### src/rtl/fifo_rd_ctrl.sv
// rtl/fifo_rd_ctrl.sv - async FIFO read-side pointer, empty/almost-empty, occupancy and underflow
module fifo_rd_ctrl #(
    parameter int ASIZE    = 2,
    parameter int AE_LEVEL = 1
) (
    input  logic             rclk,
    input  logic             rrst,
    input  logic             rinc,
    input  logic [ASIZE:0]   rq2_wptr,
    output logic [ASIZE-1:0] raddr,
    output logic [ASIZE:0]   rptr,
    output logic             rempty,
    output logic             raempty,
    output logic [ASIZE:0]   rcount,
    output logic             runderflow
);

    localparam logic [ASIZE:0] AE_LVL = (ASIZE+1)'(AE_LEVEL);

    logic [ASIZE:0] r_rbin;
    logic [ASIZE:0] r_rptr;
    logic           r_rempty;
    logic           r_raempty;
    logic [ASIZE:0] r_rcount;
    logic           r_runderflow;

    logic           w_rd_ok;
    logic [ASIZE:0] w_rbin_next;
    logic [ASIZE:0] w_rgray_next;
    logic [ASIZE:0] w_wbin;
    logic [ASIZE:0] w_rcount_next;

    // Read is accepted only against the registered empty flag, so rinc never
    // reaches rempty combinationally.
    always_comb begin
        w_rd_ok       = rinc & ~r_rempty;
        w_rbin_next   = r_rbin + {{ASIZE{1'b0}}, w_rd_ok};
        w_rgray_next  = (w_rbin_next >> 1) ^ w_rbin_next;
        w_wbin        = '0;
        for (int i = 0; i <= ASIZE; i++) begin
            w_wbin[i] = ^(rq2_wptr >> i);
        end
        w_rcount_next = w_wbin - w_rbin_next;
    end

    always_ff @(posedge rclk) begin
        if (!rrst) begin
            r_rbin       <= '0;
            r_rptr       <= '0;
            r_rempty     <= 1'b1;
            r_raempty    <= 1'b1;
            r_rcount     <= '0;
            r_runderflow <= 1'b0;
        end else begin
            r_rbin       <= w_rbin_next;
            r_rptr       <= w_rgray_next;
            r_rempty     <= (w_rgray_next == rq2_wptr);
            r_raempty    <= (w_rcount_next <= AE_LVL);
            r_rcount     <= w_rcount_next;
            r_runderflow <= rinc & r_rempty;
        end
    end

    assign raddr      = r_rbin[ASIZE-1:0];
    assign rptr       = r_rptr;
    assign rempty     = r_rempty;
    assign raempty    = r_raempty;
    assign rcount     = r_rcount;
    assign runderflow = r_runderflow;

endmodule

### config.mk
export PLATFORM = sky130hd
export DESIGN_NAME = fifo_rd_ctrl
export DESIGN_NICKNAME = d
export VERILOG_FILES = /design/src/rtl/fifo_rd_ctrl.sv
export SDC_FILE = /design/constraint.sdc
export NUM_CORES = 1
export LEC_CHECK = 0
export ABC_AREA = 1
export CAP_MARGIN = 40
export CORE_MARGIN = 2
export CORE_UTILIZATION = 30
export DETAILED_ROUTE_END_ITERATION = 6
export SLEW_MARGIN = 20
export SYNTH_ARGS = -nofsm -noshare
export SYNTH_HDL_FRONTEND = slang
export SYNTH_SLANG_ARGS = --single-unit
### constraint.sdc
create_clock -name rclk -period 2.46 [get_ports rclk]
set_clock_uncertainty 0.05 [all_clocks]
set_input_delay 0.369 -clock rclk [delete_from_list [all_inputs] [get_ports rclk]]
set_output_delay 0.369 -clock rclk [all_outputs]
set_load 0.01 [all_outputs]
==> metrics.txt <==
CTS sink count=11; Max Fanout on Critical Path=3; FP Rows=14; Critical Path Max Stage Delay=~0.52 ns; Die X-Extent=roughly 45 um; initial antenna violation count=0; Max clock buf depth=2; number of instances resized during post-cts repair=0; Avg Vias per Cell=roughly 4.5; Cell Area, Synth=~510 um2; initial DRC count=7; fmax=roughly 0.47 GHz; sequential fraction of the synthesis area=between 40% and 50%; H-tree Lvls=1; Die H=roughly 45 um; post-CTS setup buffer count=0; antenna-violating nets left=0; share of cells above drive strength 1=between 10% and 20%; Worst Hold Launch=rempty$_SDFF_PN1_; first-pass GRT wire length=1.76 mm; YS warnings=0; RR Startpoint=rempty$_SDFF_PN1_; port buffer count=16; leakage=roughly 0.37 nW; worst-skew pair later-pin latency=about 0.28 ns; Placer Congestion=between 0.7 and 0.8; Inserted Diodes=0; TritonCTS buffer count=3; maximum vdd drop=204 uV; Root Buffer=clkbuf_4; status=complete, no violations; maxcap violations=0; NumNets Final=about 100; largest net degree at the start of global routing=7; RSZ-0062 raised after global routing=false; DIE AREA=between 2000 and 2500 um2; Post-Syn Instances=67; worst path arrival time=2.22 ns; synth unique cells=13; DRC viols=0; Initial Utilization=32.9%; max_slew headroom=between 80% and 90%; leading area contributor after synthesis=dfxtp_1; Slew Viols, Final=0; Worst Slack Setup Final=0.353 ns; Placement Setup Slack=0.0623 ns; critical path endpoint category=flop; clock-pin slew on the worst setup and hold paths=roughly 0.07 ns; period utilization=a little under nine tenths; I/O pin cnt=17; top cells by area, synth=dfxtp_1, nand2_1, ha_1, inv_1, nand3_1; DR WL/cell=about 9.8 um; Post-Place Cell Area=slightly above 700 um2; total gr overflow=0; Detailed Route WL=around 1.1 mm; Cell Count, Final, Fillers Out=approximately 110; Worst path slowest cell=clkdlybuf4s50_1; r2r endpoint=raempty$_SDFF_PN1_; Tot GR Track Use=~12%; Setup crit start=rq2_wptr[2]; via count=477; P per Cell Area=~610 nW/um2; Avg Cell Area, Syn=about 7.7 um2; Final min period=2.11 ns; CP startpoint kind=input pin; drt pass-1 iters=4; CP Class=in -> reg; Worst Hold Class=reg -> reg; cts hold-fix bufs=0; Worst Path Required=~2.6 ns; Synthesized Nets=slightly below 80; CTS tree=yes; post-route cell area=roughly 750 um2; detailed placement HPWL=833 um; actual slew at the worst max-slew pin=about 0.26 ns; # setup viols final=0; final hold violation count=0; share of the synthesized area in the top cell type=around 43%; r2r setup slk=between 0.5 and 0.6 ns; Final TNS setup=0 ns; vias in the first global route=around 410; reg2reg path depth=8; core region area=between 1500 and 2000 um2; crit-path cells=clkdlybuf4s50_1 -> xor2_1 -> xor2_1 -> ha_1 -> inv_1 -> fa_1 -> nand3b_1 -> nand3b_1 -> nand2_1; CP endpoint=raempty$_SDFF_PN1_; Layout area overhead=46.1%; Synth Register Bits=11; Cells after DPL=103
metrics by stage:
step	hold WS (ns)	power, mW	util (%)
finish	0.401	0.454	48.1
global placement	0.396	0.330	46.4
floorplan	0.388	0.267	-
CTS	0.402	0.457	48.1
global route	0.456	0.485	48.1
detailed placement	0.393	0.332	46.4
synthesized netlist by cell type, drive strengths merged:
master	number
a21oi	2
dfxtp	11
fa	1
ha	3
inv	12
nand2	21
nand3	6
nand3b	3
nor2	6
xor2	2
flip-flops by register name, summed over array words and instances (netlist names):
signal      cells
r_rbin          3
rcount          3
rptr            2
runderflow      1
rempty          1
raempty         1
cells in the final DEF (no fill, tap or decap):
master	count
nor2_1	6
nand2_2	2
dfxtp_1	11
a21oi_1	1
fa_1	1
inv_2	2
inv_1	10
nand2_1	19
nand3b_1	3
nand3_1	6
clkbuf_1	1
ha_1	3
buf_4	4
clkbuf_4	3
clkdlybuf4s50_1	16
xor2_1	2
a21oi_2	1
report_power, final:
group	leakage [nW]	total, mW	internal (mW)	switching, mW
Clock	0.0150	0.128	0.0629	0.0650
Sequential	0.0908	0.201	0.196	0.00506
Combinational	0.260	0.126	0.0689	0.0567
cells by family (layout without fill, tap and decap cells):
logic type | after synthesis | count (layout) | synth area share (%)
flops | 11 | 11 | 42.9
xor+xnor | 2 | 2 | 3.42
simple gates | 36 | 36 | 31.0
buf+inv | 12 | 36 | 8.78
fa+ha+maj | 4 | 4 | 11.2
compound gates | 2 | 2 | 2.68
layout make-up:
cell class	count	area, um2
sequential	11	220
tap	16	20.0
clock buffer	4	26.3
inverter	12	45.0
fill	143	810
multi-input combinational	44	248
timing repair buffer	20	190
critical path: cells and delay by family:
| kind | cells | cell delay [ns] |
|---|---|---|
| and+or+nand+nor | 3 | 0.35 |
| adders and majority gates | 2 | 0.53 |
| xor gates and xnor gates | 2 | 0.41 |
| buffers and inverters | 2 | 0.56 |
per-layer routing:
metal / global-route usage, % / share of wire [%] / routed length, um / vias up
li1: - / - / - / 251
met5: 0 / 0 / 0 / -
met1: 14.7 / 48 / 503 / 205
met3: 3.60 / 3.7 / 39 / 5
met2: 19.1 / 45 / 469 / 16
met4: 8.82 / 3.6 / 38 / 0
how the worst min path moves through the flow:
stage | to | cells past startpoint
4_1_cts | runderflow$_SDFF_PN0_ | 2
3_5_place_dp | runderflow$_SDFF_PN0_ | 2
5_1_grt | runderflow$_SDFF_PN0_ | 2
3_3_place_gp | runderflow$_SDFF_PN0_ | 2
6_report | runderflow$_SDFF_PN0_ | 2
2_1_floorplan | rempty$_SDFF_PN1_ | 1
(Power assumes the default switching activity.)
